**src/rtl/credential_check.sv**
```systemverilog
// Keypad credential checker: collects a BCD account number, scans a fixed four-entry table, then verifies the PIN.
// Optional feature macro: LOCKOUT_EN adds a per-account consecutive wrong-PIN lockout.
`default_nettype none

module credential_check #(
  parameter int ACC_DIGITS   = 4,
  parameter int PIN_DIGITS   = 4,
  parameter int NUM_ACCOUNTS = 4,
  parameter int MAX_TRIES    = 3
) (
  input  logic       clk,
  input  logic       rst,
  input  logic [3:0] input_style,
  input  logic       key_valid,
  input  logic [3:0] key_code,
  output logic [3:0] status_code,
  output logic       status_valid,
  output logic       acc_valid,
  output logic [1:0] acc_index,
  output logic [2:0] digit_count,
  output logic       busy
);

  typedef enum logic [2:0] {
    S_IDLE,
    S_COLLECT_ACC,
    S_LOOKUP,
    S_COLLECT_PIN,
    S_CHECK_PIN
  } state_e;

  localparam logic [3:0] STYLE_ACC = 4'd2;
  localparam logic [3:0] STYLE_PIN = 4'd3;
  localparam logic [3:0] KEY_CLEAR = 4'hA;
  localparam logic [3:0] KEY_ENTER = 4'hB;

  localparam logic [3:0] ST_NONE          = 4'd0;
  localparam logic [3:0] ST_ACC_FOUND     = 4'd1;
  localparam logic [3:0] ST_ACC_NOT_FOUND = 4'd2;
  localparam logic [3:0] ST_PIN_CORRECT   = 4'd3;
  localparam logic [3:0] ST_PIN_INCORRECT = 4'd4;

  function automatic logic [15:0] acc_entry(input logic [1:0] idx);
    logic [15:0] v;
    case (idx)
      2'd0:    v = 16'h1001;
      2'd1:    v = 16'h2002;
      2'd2:    v = 16'h3003;
      default: v = 16'h4004;
    endcase
    return v;
  endfunction

  function automatic logic [15:0] pin_entry(input logic [1:0] idx);
    logic [15:0] v;
    case (idx)
      2'd0:    v = 16'h1111;
      2'd1:    v = 16'h2222;
      2'd2:    v = 16'h3333;
      default: v = 16'h4444;
    endcase
    return v;
  endfunction

  state_e      state_q;
  logic [15:0] buf_q;
  logic [2:0]  cnt_q;
  logic [3:0]  status_q;
  logic        acc_valid_q;
  logic [1:0]  acc_idx_q;
  logic        busy_q;
  logic [2:0]  scan_q;
  logic        hit_q;
  logic [1:0]  hit_idx_q;

  logic        is_digit, is_clear, is_enter;
  logic        abort, session_end;
  logic [2:0]  digit_limit;
  logic [15:0] buf_d;
  logic        entry_locked;
  logic        entry_hit;
  logic        pin_ok;
  logic        pin_check_fire;

  // NOTE: every signal assigned in always_comb gets a value on every path,
  // otherwise synthesis infers a latch to hold the old value.
  always_comb begin
    is_digit    = key_valid && (key_code <= 4'd9);
    is_clear    = key_valid && (key_code == KEY_CLEAR);
    is_enter    = key_valid && (key_code == KEY_ENTER);
    session_end = (input_style != STYLE_ACC) && (input_style != STYLE_PIN);
    digit_limit = (state_q == S_COLLECT_PIN) ? 3'(PIN_DIGITS) : 3'(ACC_DIGITS);
    buf_d       = {buf_q[11:0], key_code};
    abort       = 1'b0;
    case (state_q)
      S_COLLECT_ACC, S_LOOKUP:   abort = (input_style != STYLE_ACC);
      S_COLLECT_PIN, S_CHECK_PIN: abort = (input_style != STYLE_PIN);
      default:                   abort = 1'b0;
    endcase
    entry_hit      = (buf_q == acc_entry(scan_q[1:0])) && !entry_locked;
    pin_ok         = (cnt_q == 3'(PIN_DIGITS)) && (buf_q == pin_entry(acc_idx_q));
    pin_check_fire = (state_q == S_CHECK_PIN) && !abort;
  end

`ifdef LOCKOUT_EN
  logic [1:0] fail_cnt_q [NUM_ACCOUNTS];

  // NOTE: this small counter array is reset explicitly because a lockout must be
  // released by rst; large storage arrays would normally be left unreset.
  always_ff @(posedge clk) begin
    if (rst) begin
      for (int i = 0; i < NUM_ACCOUNTS; i++) fail_cnt_q[i] <= '0;
    end else if (pin_check_fire) begin
      if (pin_ok)
        fail_cnt_q[acc_idx_q] <= '0;
      else if (fail_cnt_q[acc_idx_q] != 2'(MAX_TRIES))
        fail_cnt_q[acc_idx_q] <= fail_cnt_q[acc_idx_q] + 2'd1;
    end
  end

  assign entry_locked = (fail_cnt_q[scan_q[1:0]] == 2'(MAX_TRIES));
`else
  logic unused_cfg;
  assign unused_cfg   = (MAX_TRIES != 0) && pin_check_fire;
  assign entry_locked = 1'b0;
`endif

  // NOTE: sequential state uses non-blocking assignments so every register
  // samples pre-edge values regardless of statement order.
  always_ff @(posedge clk) begin
    if (rst) begin
      state_q     <= S_IDLE;
      buf_q       <= '0;
      cnt_q       <= '0;
      status_q    <= ST_NONE;
      acc_valid_q <= 1'b0;
      acc_idx_q   <= '0;
      busy_q      <= 1'b0;
      scan_q      <= '0;
      hit_q       <= 1'b0;
      hit_idx_q   <= '0;
    end else begin
      status_q <= ST_NONE;
      if (session_end) acc_valid_q <= 1'b0;

      if (abort) begin
        state_q <= S_IDLE;
        buf_q   <= '0;
        cnt_q   <= '0;
        busy_q  <= 1'b0;
      end else begin
        case (state_q)
          S_IDLE: begin
            if (input_style == STYLE_ACC)
              state_q <= S_COLLECT_ACC;
            else if (input_style == STYLE_PIN && acc_valid_q)
              state_q <= S_COLLECT_PIN;
          end

          S_COLLECT_ACC, S_COLLECT_PIN: begin
            if (is_clear) begin
              buf_q <= '0;
              cnt_q <= '0;
            end else if (is_digit) begin
              if (cnt_q < digit_limit) begin
                buf_q <= buf_d;
                cnt_q <= cnt_q + 3'd1;
              end
            end else if (is_enter) begin
              busy_q <= 1'b1;
              if (state_q == S_COLLECT_PIN) begin
                state_q <= S_CHECK_PIN;
              end else begin
                // A short entry rides the final LOOKUP step so its miss lands one cycle later.
                state_q <= S_LOOKUP;
                hit_q   <= 1'b0;
                scan_q  <= (cnt_q == 3'(ACC_DIGITS)) ? 3'd0 : 3'(NUM_ACCOUNTS);
              end
            end
          end

          S_LOOKUP: begin
            if (scan_q == 3'(NUM_ACCOUNTS)) begin
              busy_q <= 1'b0;
              buf_q  <= '0;
              cnt_q  <= '0;
              if (hit_q) begin
                status_q    <= ST_ACC_FOUND;
                acc_valid_q <= 1'b1;
                acc_idx_q   <= hit_idx_q;
                state_q     <= S_IDLE;
              end else begin
                status_q <= ST_ACC_NOT_FOUND;
                state_q  <= S_COLLECT_ACC;
              end
            end else begin
              scan_q <= scan_q + 3'd1;
              if (entry_hit) begin
                hit_q     <= 1'b1;
                hit_idx_q <= scan_q[1:0];
              end
            end
          end

          S_CHECK_PIN: begin
            busy_q  <= 1'b0;
            buf_q   <= '0;
            cnt_q   <= '0;
            state_q <= S_IDLE;
            if (pin_ok) begin
              status_q <= ST_PIN_CORRECT;
            end else begin
              status_q    <= ST_PIN_INCORRECT;
              acc_valid_q <= 1'b0;
            end
          end

          default: state_q <= S_IDLE;
        endcase
      end
    end
  end

  assign status_code  = status_q;
  assign status_valid = (status_q != ST_NONE);
  assign acc_valid    = acc_valid_q;
  assign acc_index    = acc_idx_q;
  assign digit_count  = cnt_q;
  assign busy         = busy_q;

endmodule

`default_nettype wire
```
**config.mk**
```make
export PLATFORM = sky130hd
export DESIGN_NAME = credential_check
export DESIGN_NICKNAME = d
export VERILOG_FILES = /design/src/rtl/credential_check.sv
export SDC_FILE = /design/constraint.sdc
export NUM_CORES = 1
export LEC_CHECK = 0
export CAP_MARGIN = 10
export CELL_PAD_IN_SITES_DETAIL_PLACEMENT = 1
export CELL_PAD_IN_SITES_GLOBAL_PLACEMENT = 1
export CORE_MARGIN = 2
export CORE_UTILIZATION = 46
export CTS_CLUSTER_DIAMETER = 40
export CTS_CLUSTER_SIZE = 20
export DETAILED_ROUTE_END_ITERATION = 7
export PLACE_DENSITY = 0.84
export RECOVER_POWER = 25
export SLEW_MARGIN = 20
export SYNTH_ARGS = -nofsm -noshare
export SYNTH_HDL_FRONTEND = slang
export SYNTH_SLANG_ARGS = --single-unit
```
**constraint.sdc**
```tcl
create_clock -name clk -period 6.15 [get_ports clk]
set_input_delay 1.23 -clock clk [delete_from_list [all_inputs] [get_ports clk]]
set_output_delay 1.23 -clock clk [all_outputs]
set_load 0.005 [all_outputs]
```
==> results.md <==
- Clk pwr share: 43.5%
- Synthesis Warnings: 0
- Synthesized area per cell: 9.08 µm²
- Post-Route WL: 4830 µm
- Std cell rows: 24
- Cell variety after synth: 55
- Final ANT Viol Nets: 0
- Crit path DAT: 3.47 ns
- Worst Path Max Fanout: 17
- Worst hold path type: reg2reg
- RSZ-0062 raised after global routing: false
- Final-report hold violation count: 0
- Die width: 70.6 µm
- Most common cell after layout, fill and taps aside: dfxtp_1
- CP Cell Sequence: dlygate4sd3_1 -> nor4b_4 -> a22oi_2 -> a31o_1 -> a311o_1 -> buf_4 -> a21oi_1
- Finished Core Util: 54.5%
- FF-to-FF Start: state_q[1]
- F_max: 308 MHz
- Drt pass-1 iters: 4
- Placer Congestion: 0.851
- TritonCTS clock tree: yes
- Initial Util: 47.3%
- Post-synthesis async set-or-reset flop share: 0%
- Maximum VDD drop: 0.157 mV
- Avg WL per Cell: 16.4 µm
- Max-slew violation count: 0
- IO Port Bufs: 21
- Post-route worst setup slack: 2.90 ns
- Top delay family on crit path: compound AO/OA/AOI/OAI gates
- CTS Hold Bufs: 0
- Post-route minimum period: 3.25 ns
- Number of synthesized flops with an enable pin: 0
- Setup_tns: 0 ns
- Slowest CP cell: dlygate4sd3_1
- Ant diodes: 0
- Largest net degree at the start of global routing: 21
- Fillers: 524
- Area of the core: 4320 µm²
- Seq pwr share: 49.6%
- Max-Cap Viols: 0
- Sequential share of the synthesized area: 34.3%
- Sw power: 0.104 mW
- Maximum level of the CTS H-tree: 2
- Crit path buffers/inverters: 2
- Synthesized area: 2040 µm²
- Worst Setup Path Type: in2reg
- Int Pwr: 0.360 mW
- DR iter-0 viols: 105
- Max incr delay on CP: 0.63 ns
- Critical R2R Capture: buf_q[5]
- Top cell type's share of synthesized area: 34.3%
- PD cells: 197 nW/µm²
- Die span in y: 70.6 µm
- Number of remaining DRC errors: 0
- Die Area: 4990 µm²
- First-pass GRT wire length: 8280 µm
- Leakage: 0.957 nW
- Synth top area cells: dfxtp_1 34%, mux2i_1 10%, nor2_4 5.5%
- Switching Share: 22.4%
- Post-synth net total: 242
- Post-CTS setup buffers: 0
- Setup violations, final: 0
- WHS Path Cells: 2
- Num ports: 23
- Slew headroom: 35.0%
- Data required, critical path: 6.37 ns
- Reg2reg path depth: 6
- Final Skew: 0.00512 ns
- Fraction of layout cells with a size suffix above 1: 10.3%
- Worst hold path endpoint: hit_idx_q[0]
- Total grt overflow: 0
- Nets: 260
- Hpwl dp: 3680 µm
- Worst-path clk slew: 0.07 ns
- Hold path startpoint: hit_idx_q[0]
- Final worst-path cycle share: 52.8%
- Cells after synthesis: 225
- Vias in the first global route: 1,749
- Seq cells post-synth: 35
- Antenna violations before repair: 0
- Overall Global Routing Usage: 20.7%
- Worst-skew pair later-pin latency: 0.29 ns
- Top_reg_cell synth: dfxtp_1
- R2R Setup Slk: 3.71 ns
- CTS Buffer Depth: 2
- CTS Buf Count: 5
- Clk sinks: 35
- Area grow syn2layout: 15.3%
- CTS root buf: clkbuf_8
- Worst-margin pin slew: 0.950 ns
- Via count: 1,714
- Place WS: 2.66 ns
- Area leader, netlist: dfxtp_1
- Outcome: completed
- CTS resizes: 0
- Startpoint Class: primary input
- Comb power frac: 6.9%
- Hold_ws: 0.494 ns
- DR vias/cell: 5.81
- Worst setup EP type: register
- Most frequent cells in the layout: 35 x dfxtp_1, 21 x mux2i_1, 16 x nor2_1
Yosys cell counts, types with 3 or more instances:
cell      count
nand4_1       4
nor3b_1       4
a22oi_1       3
nand2_1       8
ha_1          6
nand3_1      13
inv_1        10
clkbuf_1      4
a31oi_1       4
or3_1         4
nor2_4       10
o21ai_0       7
and4_1        4
nand2b_1      4
dfxtp_1      35
nor3_1        5
nor4_1        3
a21oi_1      15
mux2i_1      21
nor2_1       16
nand3b_1      3
power groups by stage:
| stage | Combinational, mW | Sequential [mW] | Clock [mW] |
|---|---|---|---|
| 2_1_floorplan | 0.0238 | 0.234 | 0 |
| 3_3_place_gp | 0.0312 | 0.235 | 0 |
| 5_1_grt | 0.0344 | 0.230 | 0.214 |
| 4_1_cts | 0.0322 | 0.230 | 0.206 |
| 3_5_place_dp | 0.0321 | 0.235 | 0 |
| 6_report | 0.0318 | 0.230 | 0.202 |
registers in the layout, summed over array words and instances (netlist names):
signal	count
acc_index	2
acc_valid	1
buf_q	16
busy	1
digit_count	3
hit_idx_q	2
hit_q	1
scan_q	3
state_q	3
status_code	3
routing by layer:
layer / routed length (µm) / part of all wire [%] / GRT usage [%] / vias up
met1: 2150 / 44 / 25.4 / 829
li1: - / - / - / 850
met4: 109 / 2.3 / 8.60 / 0
met5: 0 / 0 / 0 / -
met3: 160 / 3.3 / 3.85 / 8
met2: 2410 / 50 / 35.7 / 27
area by class of cell:
cell class	count	area (µm²)	share of cell area [%]
Sequential cell	35	701	29.7
Timing Repair Buffer	23	225	9.56
Inverter	10	37.5	1.59
Clock buffer	6	72.6	3.08
Clock inverter	1	30.0	1.27
Multi-Input combinational cell	168	1220	52.0
Tap cell	52	65.1	2.76
cell families (layout without fill, tap and decap cells):
logic type,after synthesis,count (layout),share of synthesized area [%]
AOI/OAI and AO/OA,46,46,15.4
buffers and inverters,22,40,6.06
muxes,21,21,10.3
other,1,1,0.184
DFF,35,35,34.3
xor gates and xnor gates,2,2,0.857
adders and majority gates,6,6,3.67
and+or+nand+nor,92,92,29.3
tightest hold or removal path, cell delays in order (launching register included):
cell	delay, ns
dfxtp_1	0.32
o21ai_0	0.07
a21oi_1	0.06
per-stage QoR:
step                      total power [mW]  cell area, µm²  std cells
final                                0.463            2360        295
after CTS                            0.468            2360        295
after global placement               0.266            2250        288
after floorplan                      0.257            2040        225
after global routing                 0.479            2360        295
after detailed placement             0.267            2250        288
worst max path at each step:
stage	slack [ns]	endpoint	cells after the start	start
floorplan	3.39	buf_q[10]	8	input_style[0]
global placement	2.72	buf_q[5]	7	input_style[2]
detailed placement	2.66	buf_q[5]	7	input_style[2]
CTS	2.97	buf_q[5]	7	input_style[2]
global route	2.80	buf_q[3]	7	input_style[0]
finish	2.90	digit_count[2]	7	input_style[0]
No activity file was read; power rests on OpenSTA's default activity.
